`src/rtl/alu_xbar_pe.sv`:
```
// rtl/alu_xbar_pe.sv - CGRA PE: 4x4 input crossbar, registered ALU, output mux, serial config chain (optional multiplier: ALU2_MUL_EN)
module alu_xbar_pe #(
    parameter int size = 32
) (
    input  logic            clk,
    input  logic            reset,
    input  logic            config_en,
    input  logic            config_in,
    output logic            config_out,
    input  logic [size-1:0] in0,
    input  logic [size-1:0] in1,
    input  logic [size-1:0] mem_out,
    output logic [size-1:0] mem_in0,
    output logic [size-1:0] mem_in1,
    output logic [size-1:0] out0
);

    // Shift amount comes from b[4:0], further narrowed for datapaths under 32 bits
    localparam int SH_W = ($clog2(size) < 5) ? $clog2(size) : 5;

    localparam logic [3:0] OP_ADD   = 4'd0;
    localparam logic [3:0] OP_SUB   = 4'd1;
    localparam logic [3:0] OP_MUL   = 4'd2;
    localparam logic [3:0] OP_AND   = 4'd3;
    localparam logic [3:0] OP_OR    = 4'd4;
    localparam logic [3:0] OP_XOR   = 4'd5;
    localparam logic [3:0] OP_SHL   = 4'd6;
    localparam logic [3:0] OP_SHR   = 4'd7;
    localparam logic [3:0] OP_SRA   = 4'd8;
    localparam logic [3:0] OP_EQ    = 4'd9;
    localparam logic [3:0] OP_LT    = 4'd10;
    localparam logic [3:0] OP_LTU   = 4'd11;
    localparam logic [3:0] OP_PASSA = 4'd12;
    localparam logic [3:0] OP_PASSB = 4'd13;
    localparam logic [3:0] OP_MIN   = 4'd14;

    logic [12:0]     cfg_q, cfg_d;
    logic [size-1:0] alu_q, alu_d;

    logic [3:0]      alu_op;
    logic            out_sel;
    logic [1:0]      xsel [4];
    logic [size-1:0] xsrc [4];
    logic [size-1:0] xout [4];
    logic [size-1:0] a, b;
    logic [SH_W-1:0] sh;

    assign alu_op  = cfg_q[3:0];
    assign out_sel = cfg_q[4];
    assign xsel[0] = cfg_q[6:5];
    assign xsel[1] = cfg_q[8:7];
    assign xsel[2] = cfg_q[10:9];
    assign xsel[3] = cfg_q[12:11];

    // X2 is the registered ALU result, so feedback through the crossbar never loops combinationally
    always_comb begin
        xsrc[0] = in0;
        xsrc[1] = in1;
        xsrc[2] = alu_q;
        xsrc[3] = mem_out;
        for (int k = 0; k < 4; k++) begin
            xout[k] = xsrc[xsel[k]];
        end
    end

    assign a          = xout[0];
    assign b          = xout[1];
    assign sh         = b[SH_W-1:0];
    assign mem_in0    = xout[2];
    assign mem_in1    = xout[3];
    assign out0       = out_sel ? mem_out : alu_q;
    assign config_out = cfg_q[12];

    always_comb begin
        cfg_d = config_en ? {cfg_q[11:0], config_in} : cfg_q;
    end

    always_comb begin
        alu_d = alu_q;
        case (alu_op)
            OP_ADD:   alu_d = a + b;
            OP_SUB:   alu_d = a - b;
`ifdef ALU2_MUL_EN
            OP_MUL:   alu_d = a * b;
`else
            OP_MUL:   alu_d = '0;
`endif
            OP_AND:   alu_d = a & b;
            OP_OR:    alu_d = a | b;
            OP_XOR:   alu_d = a ^ b;
            OP_SHL:   alu_d = a << sh;
            OP_SHR:   alu_d = a >> sh;
            OP_SRA:   alu_d = $unsigned($signed(a) >>> sh);
            OP_EQ:    alu_d = {{(size-1){1'b0}}, (a == b)};
            OP_LT:    alu_d = {{(size-1){1'b0}}, ($signed(a) < $signed(b))};
            OP_LTU:   alu_d = {{(size-1){1'b0}}, (a < b)};
            OP_PASSA: alu_d = a;
            OP_PASSB: alu_d = b;
            OP_MIN:   alu_d = ($signed(a) < $signed(b)) ? a : b;
            default:  alu_d = alu_q;
        endcase
    end

    always_ff @(posedge clk or negedge reset) begin
        if (!reset) begin
            cfg_q <= '0;
            alu_q <= '0;
        end else begin
            cfg_q <= cfg_d;
            alu_q <= alu_d;
        end
    end

endmodule

```
`config.mk`:
```
export PLATFORM = sky130hd
export DESIGN_NAME = alu_xbar_pe
export DESIGN_NICKNAME = d
export VERILOG_FILES = /design/src/rtl/alu_xbar_pe.sv
export SDC_FILE = /design/constraint.sdc
export NUM_CORES = 1
export LEC_CHECK = 0
export CAP_MARGIN = 20
export CORE_UTILIZATION = 35
export CTS_CLUSTER_DIAMETER = 80
export DETAILED_ROUTE_END_ITERATION = 10
export PLACE_DENSITY = 0.59
export SETUP_SLACK_MARGIN = 0.4
export SLEW_MARGIN = 20
export SYNTH_ARGS = -nofsm -noshare
export SYNTH_HDL_FRONTEND = slang
export SYNTH_SLANG_ARGS = --single-unit
```
`constraint.sdc`:
```
create_clock -name clk -period 4 [get_ports clk]
set_clock_uncertainty 0.1 [all_clocks]
set_input_delay 1.2 -clock clk [delete_from_list [all_inputs] [get_ports clk]]
set_output_delay 1.2 -clock clk [all_outputs]
set_load 0.03 [all_outputs]
```
==> results of run 1 <==
[worst paths after layout]
kind	slack (ps)	startpoint	end
setup / recovery	-470	mem_out[1]	alu_q[3]
hold / removal	490	alu_q[10]	alu_q[10]
setup reg to reg	-260	cfg_q[7]	alu_q[30]
hold reg to reg	490	alu_q[10]	alu_q[10]
max in group asynchronous	1970	reset	cfg_q[4]
min in group asynchronous	860	reset	cfg_q[9]
[through the flow]
step / area (µm²) / setup slack (ps) / hold slack (ps)
6_report: 23300 / -468 / 489
5_1_grt: 23300 / -543 / 497
4_1_cts: 22700 / -441 / 489
3_5_place_dp: 21300 / -1380 / 470
3_3_place_gp: 21300 / -1310 / 458
2_1_floorplan: 14700 / -639 / 424
[registers in the layout (all words and copies together) (netlist names)]
signal  count
alu_q      32
cfg_q      13
[cells in the final DEF (no fill, tap or decap), types with 25 or more instances in the layout]
master	n
buf_4	698
nor2_1	201
nand2_1	181
a21oi_1	126
mux4_2	124
mux2i_1	79
mux2_2	58
inv_2	56
o21ai_0	55
dlygate4sd2_1	54
ha_1	53
buf_6	44
nor3_1	37
inv_1	36
dfrtp_1	36
clkbuf_2	35
o211ai_1	34
o22ai_1	34
ha_4	34
xnor2_1	29
nand3_1	27
o21ai_1	27
a221oi_1	26
a21oi_2	25
[kinds of logic after synthesis]
kind of cell	after synthesis	synth area share
AO/OA/AOI/OAI	569	0.268
XOR/XNOR	35	0.0212
adder cells (fa/ha/maj)	99	0.0868
buffers and inverters	255	0.0758
flip-flops	45	0.0780
multiplexers	267	0.299
AND/OR/NAND/NOR	570	0.171
[metal layers]
metal	vias to the layer above	part of all wire	global-route usage
met3	216	0.10	0.0813
met5	-	0	0
met4	0	0.053	0.193
met2	1185	0.44	0.591
li1	8540	-	-
met1	9620	0.41	0.523
[timing repair]
action,4_1_cts,5_1_grt
cloned,2,1
pin swaps,74,71
buffers inserted,54,33
resized for setup,495,203
setup endpoints to repair,118,39
[worst register-to-register path, stage by stage (launching register included)]
cell,delay [ps]
dfrtp_2,540
buf_8,250
buf_4,200
mux4_2,520
inv_2,100
ha_4,210
nor2b_4,100
o211ai_1,190
a221oi_4,330
buf_4,160
o31a_1,240
o31a_4,270
buf_12,170
mux2i_1,190
nor2_1,60
a2111oi_2,340
o211ai_1,150
[cell type report]
type                            instances  area share
Clock buffer                            5     0.00536
Clock inverter                          3    0.000912
Inverter                               94      0.0154
Multi-Input combinational cell       1540       0.580
Sequential cell                        45      0.0489
Tap cell                              532      0.0285
Timing Repair Buffer                  921       0.321
==> results by group, run 1 <==
Setup path
  • Critical path depth: 16
  • Peak fanout along the critical path: 7
  • Crit end category: register
  • Reg2reg path depth: 16
  • CP required: 4200 ps
  • Slowest CP cell: mux4_2
  • Worst EP arrival: 4670 ps
  • Cell class contributing the biggest share of worst-path delay: compound AO/OA/AOI/OAI gates
  • Crit path buf inv count: 4
  • Worst Setup Start Kind: primary input
  • Cell chain of the critical path: dlygate4sd2_1 > mux4_2 > fa_2 > nor2b_4 > o211ai_1 > buf_4 > a21oi_4 > o311ai_4 > nand2_2 > o31a_4 > buf_6 > buf_12 > nor2_4 > a21oi_2 > o2111ai_2 > o221a_2
  • CP Class: primary input to register
  • CP peak stage delay: 570 ps

Floorplan
  • Core area: 0.0407 mm²
  • DIE AREA: 0.0421 mm²
  • Die X: 205 µm
  • Starting density of the core: 0.355
  • Die H: 205 µm
  • # rows: 74
  • # IOs: 197

Detailed routing
  • Total wire length: 84.3 mm
  • Vias: 19,600
  • Drt drc: 0
  • Drt first pass iters: 6
  • Routed Antenna Nets: 0
  • DR WL/cell: 26.8 µm
  • Initial DRC count: 2,534
  • Via density: 6.23

Timing
  • Tmin final: 4470 ps
  • Setup WS post-layout: -468 ps
  • Final Setup Violations: 32
  • Fmax: 0.224 GHz
  • Least-Margin Pin Slew: 1210 ps
  • Rel. slew slack: 0.190
  • RSZ-0062 raised after global routing: true
  • Hold Violations, Final: 0
  • Part of the cycle the worst path needs: 1.12
  • Setup_tns: -10,790 ps
  • Pins Over Slew Limit: 0

Clock tree
  • TritonCTS clock tree: yes
  • Hold-fix buffers, CTS: 0
  • Maximum clock path buffer count: 2
  • Htree depth: 2
  • Clk slew on worst S/H paths: 90 ps
  • Root Driver: clkbuf_16
  • Cts bufs inserted: 5
  • Clk Latency, worst-skew pair: 360 ps
  • Clock net sink count: 45

Global routing
  • Initial antenna violation count: 0
  • Vias in the first global route: 18,700
  • First-pass GRT wire length: 121 mm
  • Largest net degree at the start of global routing: 76
  • Total gr overflow: 0
  • Total track usage: 0.390

Min path
  • Hold Crit Class: register to register
  • Hold Crit Depth: 1

Run status
  • Failing checks: negative setup slack
  • Status: complete, but fails checks

Synth
  • Syn Nets: 2,039
  • Synth unique cells: 85
  • Top-count cell post-synth: nor2_1
  • Yosys reg bits: 45
  • Primary FF master, synth: dfrtp_1
  • Top cell type by total area after synthesis: mux4_2
  • Top cells by count, synth: nor2_1 (221), nand2_1 (190), a21oi_1 (154)
  • Mapped Area: 0.0144 mm²
  • Area contributors post-synth: mux4_2 (19%), ha_1 (8.4%), dfrtp_1 (7.8%), nor2_1 (5.7%), mux2i_1 (5.6%)
  • FFs w/ async S/R, synth: 1.00
  • Cells after Synth: 1,840
  • Synth Area per Inst: 7.85 µm²
  • Number of synthesized flops with an enable pin: 0
  • Top-area cell type share of the netlist area: 0.195
  • Sequential area share after synthesis: 0.0780
  • Yosys warnings: 0

Placement
  • Gp weighted congestion: 1.05
  • Dpl hpwl: 64.8 mm
  • IO buf count: 196
  • Placed Instances: 3,042

Final layout
  • Layout area overhead: 61.5%
  • Inserted Diodes: 0
  • Sequential cell area: 0.00114 mm²
  • Area taken by multi-input logic gates: 0.0135 mm²
  • Final core utilization: 0.573
  • Finished Layout Cells: 3,140
  • Nets@finish: 2,806
  • Number of fill cells: 3,821
  • Share of post-route cells with drive strength above 1: 0.502

Job
  • Max Cap Viol: 0
Power of run 1 is not shown: default switching activity piles up to over one toggle a cycle in this logic, so the estimate is an artifact.
==> inputs of run 2 (changes only) <==
- SETUP_SLACK_MARGIN: 0.4 -> 0.1
==> results by group, run 2 (synthesized netlist as in run 1, its figures left out) <==
Floorplan
  • Starting density of the core: 0.355 (unchanged)
  • Die H: 205 µm (unchanged)
  • Core area: 0.0407 mm² (unchanged)
  • Die X: 205 µm (unchanged)
  • DIE AREA: 0.0421 mm² (unchanged)
  • # IOs: 197 (unchanged)
  • # rows: 74 (unchanged)

Global routing
  • Total track usage: 0.392 (was 0.390)
  • Initial antenna violation count: 0 (unchanged)
  • First-pass GRT wire length: 121 mm (about the same)
  • Vias in the first global route: 18,700 (unchanged)
  • Total gr overflow: 0 (unchanged)
  • Largest net degree at the start of global routing: 76 (unchanged)

Placement
  • Worst slack at placement: -1380 ps (unchanged)
  • Dpl hpwl: 64.8 mm (unchanged)
  • Post-Place Cell Area: 0.0213 mm² (unchanged)
  • Placed Instances: 3,042 (unchanged)
  • Gp weighted congestion: 1.05 (unchanged)
  • IO buf count: 196 (unchanged)

Detailed routing
  • Routed Antenna Nets: 0 (unchanged)
  • Via density: 6.28 (was 6.23)
  • Drt first pass iters: 8 (was 6)
  • Total wire length: 84.5 mm (was 84.3 mm)
  • DR WL/cell: 26.8 µm (about the same)
  • Initial DRC count: 2,678 (was 2,534)
  • Vias: 19,800 (was 19,600)
  • Drt drc: 0 (unchanged)

Clock tree
  • Htree depth: 2 (unchanged)
  • Clk Latency, worst-skew pair: 360 ps (about the same)
  • Root Driver: clkbuf_16 (unchanged)
  • Clock net sink count: 45 (unchanged)
  • Maximum clock path buffer count: 2 (unchanged)
  • Hold-fix buffers, CTS: 0 (unchanged)
  • Clk slew on worst S/H paths: 90 ps (about the same)
  • TritonCTS clock tree: yes (unchanged)
  • Cts bufs inserted: 5 (unchanged)

Timing
  • Setup_tns: -10,420 ps (was -10,790 ps)
  • Final Setup Violations: 32 (unchanged)
  • Rel. slew slack: 0.261 (was 0.190)
  • Pins Over Slew Limit: 0 (unchanged)
  • Fmax: 0.225 GHz (was 0.224 GHz)
  • Part of the cycle the worst path needs: 1.11 (was 1.12)
  • Setup WS post-layout: -435 ps (was -468 ps)
  • RSZ-0062 raised after global routing: true (unchanged)
  • Least-Margin Pin Slew: 1110 ps (was 1210 ps)
  • Hold Violations, Final: 0 (unchanged)
  • Tmin final: 4440 ps (was 4470 ps)

Min path
  • Hold_sp: alu_q[10] (unchanged)
  • Hold Crit Class: register to register (unchanged)

Final layout
  • Biggest register: alu_q (unchanged)
  • Finished Layout Cells: 3,151 (was 3,140)
  • Commonest non-fill, non-tap cell in the layout: buf_4 (unchanged)
  • Nets@finish: 2,817 (was 2,806)
  • Inserted Diodes: 0 (unchanged)
  • Layout area overhead: 62.7% (was 61.5%)
  • Final Cell Area: 0.0235 mm² (was 0.0233 mm²)
  • Max FFs per register: 32 (unchanged)
  • Biggest regs: alu_q: 32 flops, cfg_q: 13 flops (unchanged)
  • Share of post-route cells with drive strength above 1: 0.502 (about the same)
  • Leading cell types in the layout, fill and taps excluded: buf_4 (709), nor2_1 (199), nand2_1 (181) (was buf_4 (698), nor2_1 (201), nand2_1 (181))
  • Number of fill cells: 3,796 (was 3,821)

Job
  • Max Cap Viol: 0 (unchanged)

Setup path
  • Peak fanout along the critical path: 3 (was 7)
  • Worst Setup Start Kind: primary input (unchanged)
  • Crit end category: register (unchanged)
  • CP required: 4180 ps (was 4200 ps)
  • FF-to-FF Start: cfg_q[7] (unchanged)
  • Critical Path Start: mem_out[0] (was mem_out[1])
  • CP Class: primary input to register (unchanged)
  • Worst EP arrival: 4610 ps (was 4670 ps)

Run status
  • Failing checks: negative setup slack (unchanged)
  • Status: complete, but fails checks (unchanged)
[run 2: changes by cell type in the layout (fill, tap and decap cells not counted), sizes merged]
| cell | change |
|---|---|
| clkbuf | +8 |
| bufbuf | +1 |
| clkdlybuf4s50 | +44 |
| clkdlybuf4s15 | -21 |
| buf | +2 |
| dlymetal6s2s | +7 |
| dlygate4sd2 | -30 |
[run 2: stage by stage]
step                utilization  hold slack, ps
finish                    0.577             490
global route              0.577             497
CTS                       0.559             489
detailed placement        0.524             470
global placement          0.524             458
floorplan                     -             424
[run 2: critical path, cell delays in order]
cell       delay [ps]
buf_8             100
mux4_4            640
ha_4              200
inv_2              40
fa_2              190
nor2b_4           150
o211ai_1           90
buf_4             170
a21oi_4           250
buf_6             140
o2111ai_2          90
buf_4             170
a21boi_4          140
a211oi_2           80
buf_4             180
buf_6             120
o2111a_2          260
nor3_2            150
mux2i_1            90
o211ai_1          180
[run 2: final timing paths]
path	to	slack, ps	cells after the start
worst max-delay path	alu_q[30]	-440	20
worst min register to register	alu_q[10]	490	1
min in group asynchronous	cfg_q[5]	860	1
worst max register to register	alu_q[12]	-240	18
worst min-delay path	alu_q[10]	490	1
max in group asynchronous	cfg_q[4]	1980	2
[run 2: what timing repair did]
item | CTS | global route
gates resized for setup | 374 | 230
buffers inserted | 57 | 44
setup endpoints to repair | 73 | 38
pin swaps | 77 | 87
gates cloned | 3 | 1
[run 2: per-layer routing]
| layer | GRT usage | vias to the layer above | routed length, µm |
|---|---|---|---|
| li1 | - | 8578 | - |
| met1 | 0.528 | 9774 | 34800 |
| met2 | 0.593 | 1188 | 36800 |
| met3 | 0.0792 | 235 | 8130 |
| met4 | 0.193 | 0 | 4720 |
| met5 | 0 | - | 0 |
[run 2: cell type report]
cell class	count	area (µm²)	share of cell area
clock buffers	5	125	0.00533
clock inverters	3	21.3	0.000905
inverters	94	362	0.0154
multi-input cells	1540	13500	0.577
flip-flops and latches	45	1140	0.0485
well taps	532	666	0.0283
repair buffers	932	7630	0.325
Power of run 2 is left out for the same reason.
==> inputs of run 3 (changes only) <==
- SKIP_LAST_GASP: not set -> 1
==> results by group, run 3 (synthesized netlist as in run 1, its figures left out) <==
Setup path
  • CP dominant cell by count: buf_4 (unchanged)
  • Peak fanout along the critical path: 3 (unchanged)
  • CP required: 4200 ps (was 4180 ps)
  • Slowest CP cell: mux4_2 (was mux4_4)
  • Reg2reg path depth: 16 (was 18)
  • Crit end category: register (unchanged)
  • Worst Setup Start Kind: primary input (unchanged)
  • CP Class: primary input to register (unchanged)
  • Worst EP arrival: 4630 ps (was 4610 ps)
  • CP peak stage delay: 490 ps (was 640 ps)
  • Flop-to-flop setup slack: -260 ps (was -240 ps)
  • Cell chain of the critical path: buf_8 > mux4_2 > inv_2 > ha_4 > inv_2 > fa_2 > nor2b_4 > o211ai_1 > buf_4 > a21oi_4 > buf_6 > o2111ai_2 > buf_4 > a21boi_4 > buf_4 > buf_4 > a211o_1 > a21oi_1 > o21ai_0 > a22oi_1 > o22a_1 (was buf_8 > mux4_4 > ha_4 > inv_2 > fa_2 > nor2b_4 > o211ai_1 > buf_4 > a21oi_4 > buf_6 > o2111ai_2 > buf_4 > a21boi_4 > a211oi_2 > buf_4 > buf_6 > o2111a_2 > nor3_2 > mux2i_1 > o211ai_1)
  • FF-to-FF Start: cfg_q[7] (unchanged)
  • Reg-to-Reg End: alu_q[30] (was alu_q[12])

Floorplan
  • Core area: 0.0407 mm² (unchanged)
  • Die H: 205 µm (unchanged)
  • Starting density of the core: 0.355 (unchanged)
  • # IOs: 197 (unchanged)
  • DIE AREA: 0.0421 mm² (unchanged)
  • Die X: 205 µm (unchanged)
  • # rows: 74 (unchanged)

Global routing
  • Largest net degree at the start of global routing: 76 (unchanged)
  • Total track usage: 0.392 (unchanged)
  • Vias in the first global route: 18,700 (unchanged)
  • First-pass GRT wire length: 121 mm (unchanged)
  • Initial antenna violation count: 0 (unchanged)
  • Total gr overflow: 0 (unchanged)

Placement
  • Gp weighted congestion: 1.05 (unchanged)
  • IO buf count: 196 (unchanged)
  • Worst slack at placement: -1380 ps (unchanged)
  • Dpl hpwl: 64.8 mm (unchanged)

Final layout
  • Layout area overhead: 62.5% (was 62.7%)
  • Commonest non-fill, non-tap cell in the layout: buf_4 (unchanged)
  • Leading cell types in the layout, fill and taps excluded: buf_4 (708), nor2_1 (203), nand2_1 (181) (was buf_4 (709), nor2_1 (199), nand2_1 (181))
  • Nets@finish: 2,818 (was 2,817)
  • Inserted Diodes: 0 (unchanged)
  • Share of post-route cells with drive strength above 1: 0.499 (was 0.502)
  • Biggest regs: alu_q: 32 flops, cfg_q: 13 flops (unchanged)
  • Max FFs per register: 32 (unchanged)
  • Biggest register: alu_q (unchanged)

Detailed routing
  • Initial DRC count: 2,527 (was 2,678)
  • Total wire length: 84.4 mm (was 84.5 mm)
  • DR WL/cell: 26.8 µm (about the same)
  • Routed Antenna Nets: 0 (unchanged)
  • Via density: 6.26 (was 6.28)
  • Drt first pass iters: 6 (was 8)
  • Vias: 19,700 (was 19,800)
  • Drt drc: 0 (unchanged)

Clock tree
  • Htree depth: 2 (unchanged)
  • Root Driver: clkbuf_16 (unchanged)
  • TritonCTS clock tree: yes (unchanged)
  • Clk slew on worst S/H paths: 90 ps (about the same)
  • Clk Latency, worst-skew pair: 360 ps (about the same)
  • Cts bufs inserted: 5 (unchanged)
  • Clock net sink count: 45 (unchanged)
  • Maximum clock path buffer count: 2 (unchanged)

Min path
  • Hold Crit Depth: 1 (unchanged)
  • Hold Crit Class: register to register (unchanged)
  • Hold Crit Endpoint: alu_q[10] (unchanged)
  • Hold_sp: alu_q[10] (unchanged)

Timing
  • Final Setup Violations: 32 (unchanged)
  • Pins Over Slew Limit: 0 (unchanged)
  • Setup WS post-layout: -436 ps (was -435 ps)
  • Part of the cycle the worst path needs: 1.11 (about the same)
  • Fmax: 0.225 GHz (about the same)
  • Hold Violations, Final: 0 (unchanged)
  • RSZ-0062 raised after global routing: true (unchanged)
  • Rel. slew slack: 0.262 (was 0.261)
  • Tmin final: 4440 ps (about the same)
  • Least-Margin Pin Slew: 1110 ps (about the same)

Job
  • Max Cap Viol: 0 (unchanged)

Run status
  • Failing checks: negative setup slack (unchanged)
  • Status: complete, but fails checks (unchanged)
==> run 3: changes by cell type in the layout (fill, tap and decap cells not counted), moves of 2 or more <==
cell	previous run	this run
nor2_1	199	203
a21oi_1	126	129
nor2_2	17	14
a21oi_2	25	23
o22ai_1	33	35
o22ai_2	2	0
==> run 3: cell type report <==
cell class	count	area (µm²)
clock inverters	3	21.3
flip-flops and latches	45	1140
repair buffers	933	7650
clock buffers	5	125
multi-input cells	1540	13500
well taps	532	666
fillers	3804	17300
inverters	94	362
==> run 3: how the worst max path moves through the flow <==
stage,from,endpoint,slack (ps),depth (start not counted)
finish,mem_out[0],alu_q[26],-440,21
CTS,mem_out[0],alu_q[30],-440,18
floorplan,in1[0],alu_q[27],-640,19
global placement,mem_out[0],alu_q[30],-1310,18
detailed placement,mem_out[0],alu_q[3],-1380,17
global route,mem_out[0],alu_q[30],-530,20
==> run 3: routing by layer <==
layer,share of wire,global-route usage,vias to the layer above
li1,-,-,8570
met1,0.41,0.528,9716
met2,0.43,0.593,1196
met3,0.10,0.0792,235
met4,0.056,0.193,0
met5,0,0,-
==> run 3: metrics by stage <==
step                utilization  hold WS (ps)  TNS, ps  cells  instance area, µm²
floorplan                     -           424   -17040   1840               14700
global placement          0.524           458   -38950   3042               21300
detailed placement        0.524           470   -42490   3042               21300
CTS                       0.559           489   -10040   3108               22800
global route              0.576           497   -12710   3152               23500
finish                    0.576           487   -10450   3152               23500
==> run 3: critical path: cells and delay by family <==
family / cells / cell delay [ps]
AOI/OAI and AO/OA: 9 / 1390
buffers and inverters: 8 / 940
muxes: 1 / 490
adders and majority gates: 2 / 460
and+or+nand+nor: 1 / 140
==> run 3: what timing repair did <==
action                     CTS  global route
pin swaps                   77            93
hold buffers                 0             0
setup buffers               57            45
gates cloned                 3             1
resized for setup          372           223
setup endpoints to repair   73            38
Power of run 3 is left out for the same reason.
